[src/rtl/pcie_rdreq_pkg.sv]
// Shared types and encodings for the ingress read-request dispatcher.
package pcie_rdreq_pkg;

   localparam int PCIE_DATA_WIDTH = 256;
   localparam int PCIE_DATA_KW    = PCIE_DATA_WIDTH / 32;

   typedef struct packed {
      logic [63:0] addr;
      logic [9:0]  length;
      logic [15:0] requester_id;
      logic [7:0]  tag;
      logic [2:0]  tc;
      logic [1:0]  attr;
   } tlp_head_t;

   typedef struct packed {
      logic [15:0] requester_id;
      logic [7:0]  tag;
      logic [6:0]  lower_addr;
      logic [2:0]  tc;
      logic [1:0]  attr;
   } rdreq_ctx_t;

   // DW offset within a channel's 64-byte register window (addr[5:2])
   localparam logic [3:0] OFS_TX_LEN  = 4'b1000;
   localparam logic [3:0] OFS_TX_ADDR = 4'b1001;
   localparam logic [3:0] OFS_TX_CTRL = 4'b1110;
   localparam logic [3:0] OFS_RX_CTRL = 4'b1101;
   localparam logic [3:0] OFS_GLB_0   = 4'b1010;
   localparam logic [3:0] OFS_GLB_1   = 4'b1011;
   localparam logic [3:0] OFS_GLB_2   = 4'b1100;
   localparam logic [3:0] OFS_GLB_3   = 4'b1111;

   localparam logic [1:0] ACT_TX   = 2'b00;
   localparam logic [1:0] ACT_RX   = 2'b01;
   localparam logic [1:0] ACT_GLB  = 2'b10;
   localparam logic [1:0] ACT_NONE = 2'b11;

   localparam logic [2:0] REG_0    = 3'b000;
   localparam logic [2:0] REG_1    = 3'b001;
   localparam logic [2:0] REG_2    = 3'b010;
   localparam logic [2:0] REG_3    = 3'b011;
   localparam logic [2:0] REG_NONE = 3'b111;

   function automatic rdreq_ctx_t ctx_from_head(input tlp_head_t h);
      rdreq_ctx_t c;
      c.requester_id = h.requester_id;
      c.tag          = h.tag;
      c.lower_addr   = {h.addr[6:2], 2'b00};
      c.tc           = h.tc;
      c.attr         = h.attr;
      return c;
   endfunction

endpackage

[src/rtl/rdreq_ctx_fifo.sv]
// Generic synchronous FIFO with wrap-bit pointers; head entry read from registered storage.
// Latency: push visible at the head the next cycle; push ignored when full, pop ignored when empty.
module rdreq_ctx_fifo #(
   parameter int WIDTH = 8,
   parameter int DEPTH = 4
) (
   input  logic             clk,
   input  logic             rst_n,
   input  logic             push_i,
   input  logic [WIDTH-1:0] push_dat_i,
   input  logic             pop_i,
   output logic [WIDTH-1:0] pop_dat_o,
   output logic             full_o,
   output logic             empty_o
);

   localparam int AW = $clog2(DEPTH);

   logic [AW:0]      wr_ptr_q, wr_ptr_d;
   logic [AW:0]      rd_ptr_q, rd_ptr_d;
   logic [WIDTH-1:0] mem_q [DEPTH];
   logic             push_ok;
   logic             pop_ok;

   assign full_o  = (wr_ptr_q[AW] != rd_ptr_q[AW]) && (wr_ptr_q[AW-1:0] == rd_ptr_q[AW-1:0]);
   assign empty_o = (wr_ptr_q == rd_ptr_q);
   assign push_ok = push_i && !full_o;
   assign pop_ok  = pop_i && !empty_o;

   assign pop_dat_o = mem_q[rd_ptr_q[AW-1:0]];

   always_comb begin
      wr_ptr_d = wr_ptr_q;
      rd_ptr_d = rd_ptr_q;
      if (push_ok) wr_ptr_d = wr_ptr_q + 1'b1;
      if (pop_ok)  rd_ptr_d = rd_ptr_q + 1'b1;
   end

   always_ff @(posedge clk or negedge rst_n) begin
      if (!rst_n) begin
         wr_ptr_q <= '0;
         rd_ptr_q <= '0;
      end else begin
         wr_ptr_q <= wr_ptr_d;
         rd_ptr_q <= rd_ptr_d;
      end
   end

   // Storage is reset so the head outputs read as zero straight out of reset
   always_ff @(posedge clk or negedge rst_n) begin
      if (!rst_n) begin
         for (int i = 0; i < DEPTH; i++) mem_q[i] <= '0;
      end else if (push_ok) begin
         mem_q[wr_ptr_q[AW-1:0]] <= push_dat_i;
      end
   end

endmodule

[src/rtl/ingress_rdreq_dispatch.sv]
// Decodes memory-read TLPs into {reg,action,channel} + completion context, queues and dispatches them; optional RDREQ_UNMAPPED_CNT_EN counter.
// Latency: accept to rd_valid 1 cycle min; rdreq_rdy drops when the FIFO is full or MAX_OUTSTANDING reads await cpl_done.
module ingress_rdreq_dispatch
   import pcie_rdreq_pkg::*;
#(
   parameter int CHANNEL_NUM     = 12,
   parameter int CH_W            = 4,
   parameter int FIFO_DEPTH      = 4,
   parameter int MAX_OUTSTANDING = 8,
   parameter int TDEST_W         = CH_W + 5
) (
   input  logic                       clk,
   input  logic                       rst_n,
   input  logic [PCIE_DATA_WIDTH-1:0] rdreq_data,
   input  logic [PCIE_DATA_KW-1:0]    rdreq_keep,
   input  tlp_head_t                  rdreq_meta,
   input  logic                       rdreq_valid,
   output logic                       rdreq_rdy,
   output logic                       rd_valid,
   input  logic                       rd_ready,
   output logic [TDEST_W-1:0]         rd_tdest,
   output rdreq_ctx_t                 rd_ctx,
   output logic                       rd_err,
   input  logic                       cpl_done,
   output logic [7:0]                 outstanding
`ifdef RDREQ_UNMAPPED_CNT_EN
   ,
   output logic [15:0]                unmapped_cnt
`endif
);

   localparam int             ENTRY_W  = 1 + TDEST_W + $bits(rdreq_ctx_t);
   localparam logic [CH_W:0]  CH_LIMIT = (CH_W + 1)'(CHANNEL_NUM);
   localparam logic [7:0]     MAX_OUT  = 8'(MAX_OUTSTANDING);

   logic [3:0]         ofs;
   logic [CH_W-1:0]    ch;
   logic [2:0]         dec_reg;
   logic [1:0]         dec_act;
   logic               chan_path;
   logic               unmapped;
   logic [CH_W-1:0]    dec_ch;
   logic               dec_err;
   logic [TDEST_W-1:0] dec_tdest;

   logic               accept;
   logic               cpl_dec;
   logic               rdy_en_q;
   logic [7:0]         outstanding_q, outstanding_d;

   logic [ENTRY_W-1:0] push_dat;
   logic [ENTRY_W-1:0] pop_dat;
   logic               fifo_full;
   logic               fifo_empty;
   logic               unused_ok;

   assign unused_ok = ^{rdreq_data, rdreq_keep, rdreq_meta};

   assign ofs = rdreq_meta.addr[5:2];
   assign ch  = rdreq_meta.addr[6 +: CH_W];

   always_comb begin
      dec_reg   = REG_NONE;
      dec_act   = ACT_NONE;
      chan_path = 1'b0;
      unmapped  = 1'b0;
      case (ofs)
         OFS_TX_LEN:  begin dec_reg = REG_0; dec_act = ACT_TX;  chan_path = 1'b1; end
         OFS_TX_ADDR: begin dec_reg = REG_1; dec_act = ACT_TX;  chan_path = 1'b1; end
         OFS_TX_CTRL: begin dec_reg = REG_2; dec_act = ACT_TX;  chan_path = 1'b1; end
         OFS_RX_CTRL: begin dec_reg = REG_2; dec_act = ACT_RX;  chan_path = 1'b1; end
         OFS_GLB_0:   begin dec_reg = REG_0; dec_act = ACT_GLB; end
         OFS_GLB_1:   begin dec_reg = REG_1; dec_act = ACT_GLB; end
         OFS_GLB_2:   begin dec_reg = REG_2; dec_act = ACT_GLB; end
         OFS_GLB_3:   begin dec_reg = REG_3; dec_act = ACT_GLB; end
         default:     unmapped = 1'b1;
      endcase
   end

   // Only per-channel registers carry a channel; global and unmapped hits report channel 0
   assign dec_ch    = chan_path ? ch : '0;
   assign dec_err   = unmapped
                    || (chan_path && ({1'b0, ch} >= CH_LIMIT))
                    || (rdreq_meta.length != 10'd1);
   assign dec_tdest = {dec_reg, dec_act, dec_ch};

   // rdy_en_q keeps rdreq_rdy low for the whole reset and releases it one clock later
   assign rdreq_rdy = rdy_en_q && !fifo_full && (outstanding_q < MAX_OUT);
   assign accept    = rdreq_valid && rdreq_rdy;
   assign cpl_dec   = cpl_done && (outstanding_q != 8'd0);

   assign push_dat = {dec_err, dec_tdest, ctx_from_head(rdreq_meta)};

   rdreq_ctx_fifo #(
      .WIDTH (ENTRY_W),
      .DEPTH (FIFO_DEPTH)
   ) u_fifo (
      .clk        (clk),
      .rst_n      (rst_n),
      .push_i     (accept),
      .push_dat_i (push_dat),
      .pop_i      (rd_valid && rd_ready),
      .pop_dat_o  (pop_dat),
      .full_o     (fifo_full),
      .empty_o    (fifo_empty)
   );

   assign rd_valid                   = !fifo_empty;
   assign {rd_err, rd_tdest, rd_ctx} = pop_dat;

   always_comb begin
      outstanding_d = outstanding_q;
      case ({accept, cpl_dec})
         2'b10:   outstanding_d = outstanding_q + 8'd1;
         2'b01:   outstanding_d = outstanding_q - 8'd1;
         default: outstanding_d = outstanding_q;
      endcase
   end

   always_ff @(posedge clk or negedge rst_n) begin
      if (!rst_n) begin
         rdy_en_q      <= 1'b0;
         outstanding_q <= '0;
      end else begin
         rdy_en_q      <= 1'b1;
         outstanding_q <= outstanding_d;
      end
   end

   assign outstanding = outstanding_q;

`ifdef RDREQ_UNMAPPED_CNT_EN
   logic [15:0] unmapped_cnt_q, unmapped_cnt_d;

   always_comb begin
      unmapped_cnt_d = unmapped_cnt_q;
      if (accept && dec_err && (unmapped_cnt_q != 16'hFFFF)) begin
         unmapped_cnt_d = unmapped_cnt_q + 16'd1;
      end
   end

   always_ff @(posedge clk or negedge rst_n) begin
      if (!rst_n) unmapped_cnt_q <= '0;
      else        unmapped_cnt_q <= unmapped_cnt_d;
   end

   assign unmapped_cnt = unmapped_cnt_q;
`endif

endmodule

[config.mk]
export PLATFORM = sky130hd
export DESIGN_NAME = ingress_rdreq_dispatch
export DESIGN_NICKNAME = d
export VERILOG_FILES = /design/src/rtl/pcie_rdreq_pkg.sv /design/src/rtl/rdreq_ctx_fifo.sv /design/src/rtl/ingress_rdreq_dispatch.sv
export SDC_FILE = /design/constraint.sdc
export NUM_CORES = 1
export LEC_CHECK = 0
export CORE_AREA = 4 4 163 165
export CTS_BUF_LIST = sky130_fd_sc_hd__clkbuf_4 sky130_fd_sc_hd__clkbuf_8
export CTS_CLUSTER_DIAMETER = 100
export DETAILED_ROUTE_END_ITERATION = 8
export DIE_AREA = 0 0 167 169
export PLACE_DENSITY = 0.71
export SETUP_SLACK_MARGIN = 0.2
export SLEW_MARGIN = 20
export SYNTH_ARGS = -nofsm -noshare
export SYNTH_HDL_FRONTEND = slang
export SYNTH_SLANG_ARGS = --single-unit
[constraint.sdc]
create_clock -name clk -period 3.25 [get_ports clk]
set_input_delay 0.65 -clock clk [delete_from_list [all_inputs] [get_ports clk]]
set_output_delay 0.65 -clock clk [all_outputs]
set_load 0.05 [all_outputs]
==> results <==
[through the flow]
step                hold WS (ns)  instances  cell area [µm²]   util  setup WS (ns)
finish                     0.244       1013            10700  0.427          0.320
global route               0.248       1013            10700  0.427          0.185
CTS                        0.242       1013            10700  0.426          0.189
detailed placement         0.469        979            10200  0.408          0.276
global placement           0.462        979            10200  0.408          0.240
floorplan                  0.354        564             8810      -          0.234
[sequential cells by signal, indices dropped and copies added, names as in the netlist]
name             flops
u_fifo.mem_q       176
outstanding          8
u_fifo.rd_ptr_q      3
u_fifo.wr_ptr_q      3
rdy_en_q             1
[final cells by class]
cell class,instances,area (µm²)
repair buffers,120,1300
flip-flops and latches,191,4790
well taps,330,413
clock inverters,15,168
fillers,2284,14300
inverters,11,41.3
clock buffers,17,234
multi-input cells,329,3740
[Yosys cell counts, drive strengths merged]
library cell  instances  share of area
xnor2                 8         0.0080
nand3b                2         0.0017
o21ai                 7         0.0040
dfrtp               191           0.55
nor2b                 2         0.0014
a21oi                10         0.0057
o21a                  3         0.0026
fa                    1         0.0023
xor2                  5         0.0050
a31oi                 5         0.0036
mux4                 44           0.11
mux2i                 3         0.0034
mux2                166           0.21
ha                   12          0.017
clkbuf                7         0.0030
nor2                 13         0.0056
buf                  26          0.025
nand3                 5         0.0034
inv                  11         0.0047
a21o                  3         0.0026
a211o                 2         0.0020
and3                  4         0.0029
conb                  2        0.00086
a31o                  1         0.0010
nor4b                 2         0.0020
o31a                  1         0.0010
o31ai                 1        0.00086
a211oi                1        0.00086
and3b                 1         0.0010
nand2                15         0.0064
nor3                  8         0.0097
o211ai                1        0.00086
[worst paths after layout]
check                                    from                end  cells past startpoint
max                        u_fifo.rd_ptr_q[0]        rd_tdest[6]                      3
min                                     rst_n   u_fifo.mem_q[49]                      1
max reg2reg                    outstanding[6]     outstanding[6]                     11
min reg2reg                 u_fifo.mem_q[174]  u_fifo.mem_q[174]                      1
max in group asynchronous               rst_n  u_fifo.mem_q[124]                      2
min in group clk            u_fifo.mem_q[174]  u_fifo.mem_q[174]                      1
[critical path, stage by stage (launching register included)]
cell and delay [ns]:
dfrtp_4 0.56, buf_16 0.24, mux4_2 0.56, dlygate4sd2_1 0.45
[what timing repair did]
item,in CTS,in global routing
resized for setup,79,6
gates cloned,1,0
buffers inserted,1,0
endpoints found under the setup margin,40,21
pin swaps,0,0
[metal layers]
layer  vias up  track usage  part of all wire
met2        88        0.217              0.46
met1      2606        0.184              0.46
met3        27       0.0582             0.070
met4        14       0.0245            0.0080
li1       2280            -                 -
met5         -            0            0.0039
[kinds of logic (layout without fill, tap and decap cells)]
logic type	count (synthesis)	count (layout)	synth area share
AOI/OAI and AO/OA	35	35	0.0250
xor gates and xnor gates	13	13	0.0130
adders and majority gates	13	13	0.0194
buffers and inverters	44	163	0.0330
DFF	191	191	0.545
muxes	213	213	0.330
other	2	3	0.000856
and+or+nand+nor	52	52	0.0341
[report_power, final]
part           leakage [µW]  internal (µW)  switching (µW)
Clock              0.000199            651             943
Sequential          0.00257           3060             410
Combinational       0.00225           1730            2180
Total               0.00501           5440            3540
==> flow_metrics.py <==
metrics = {
    "outcome": {
        "status": "finished clean",
    },
    "global_route": {
        "grt_pass1_wl_um": 30900,
        "grt_max_degree": 81,
        "grt_pass1_vias": 5486,
        "antenna_found_initial": 7,
        "grt-ovfl-total": 0,
        "grt_use_total": 0.139,
    },
    "cts": {
        "clkTransAtPathRegs_ns": 0.11,
        "cts_buffers": 17,
        "clock_sinks": 191,
        "worstSkewPairLatency_ns": 0.45,
        "cts_tree": "done",
        "clockBufferDepth": 2,
        "htreeDepth": 4,
        "ctsHoldBuffers": 0,
        "cts_root_buffer": "clkbuf_8",
    },
    "routing": {
        "viasPerCell": 4.95,
        "routed_wl_um": 19000,
        "drt_iter0_drc": 285,
        "routedWlPerCell_um": 18.8,
        "via_count": 5015,
        "drtPass1Iterations": 4,
        "drc": 0,
        "ant_nets": 0,
    },
    "min_path": {
        "hp-class": "in2async",
    },
    "sta": {
        "min_period_over_period": 0.901,
        "finalMaxSlewViolations": 0,
        "worst_pin_slew_ns": 0.677,
        "setup_viol": 0,
        "max_freq_ghz": 0.341,
        "min_period_ns": 2.93,
        "fin_setup_tns_ns": 0,
        "maxSlewHeadroom": 0.549,
        "rsz0062_at_grt": "true",
        "fin_skew_ns": 0.0251,
        "hold_viol": 0,
    },
    "critical_path": {
        "r2r_slack_ns": 0.41,
        "crit_type": "reg2out",
        "crit_path_end_kind": "output pin",
        "arrival_ns": 2.28,
        "cp-start-kind": "flop",
        "cp_data_required_time_ns": 2.60,
        "critical_path.max_fanout": 20,
    },
    "floorplan": {
        "rows": 58,
        "coreArea_um2": 25000,
        "die_h_um": 169,
        "die_area_um2": 28200,
        "start_util": 0.350,
        "ios": 428,
        "die_x_um": 167,
    },
    "cells_and_area": {
        "drive_gt1_frac": 0.404,
        "final_common_cell": "dfrtp_1",
        "nets": 1055,
        "area_growth_pct": 21.9,
        "antennaDiodeCount": 0,
        "mostFrequentLayoutCells": "dfrtp_1, mux2_2, clkdlybuf4s50_1",
    },
    "pwr": {
        "p_per_area_nw_per_um2": 840,
        "ir_drop_mv": 0.522,
        "p_leak_uw": 0.00501,
        "power_uw": 8980,
    },
    "synthesis": {
        "ys_types": 37,
        "synthCells": 563,
        "yosys_warnings": 0,
        "yosys_register_bits": 191,
        "synth_area_um2": 8770,
        "seq_area_frac_synth": 0.545,
        "avgSynthCellArea_um2": 15.6,
    },
    "place": {
        "dpl.hpwl_um": 11900,
        "numPortBuffers": 105,
        "finalWeightedCongestion": 0.733,
    },
    "job": {
        "maxCapViolCount": 0,
    },
}
Note: power is estimated with default switching activity, not from simulation.
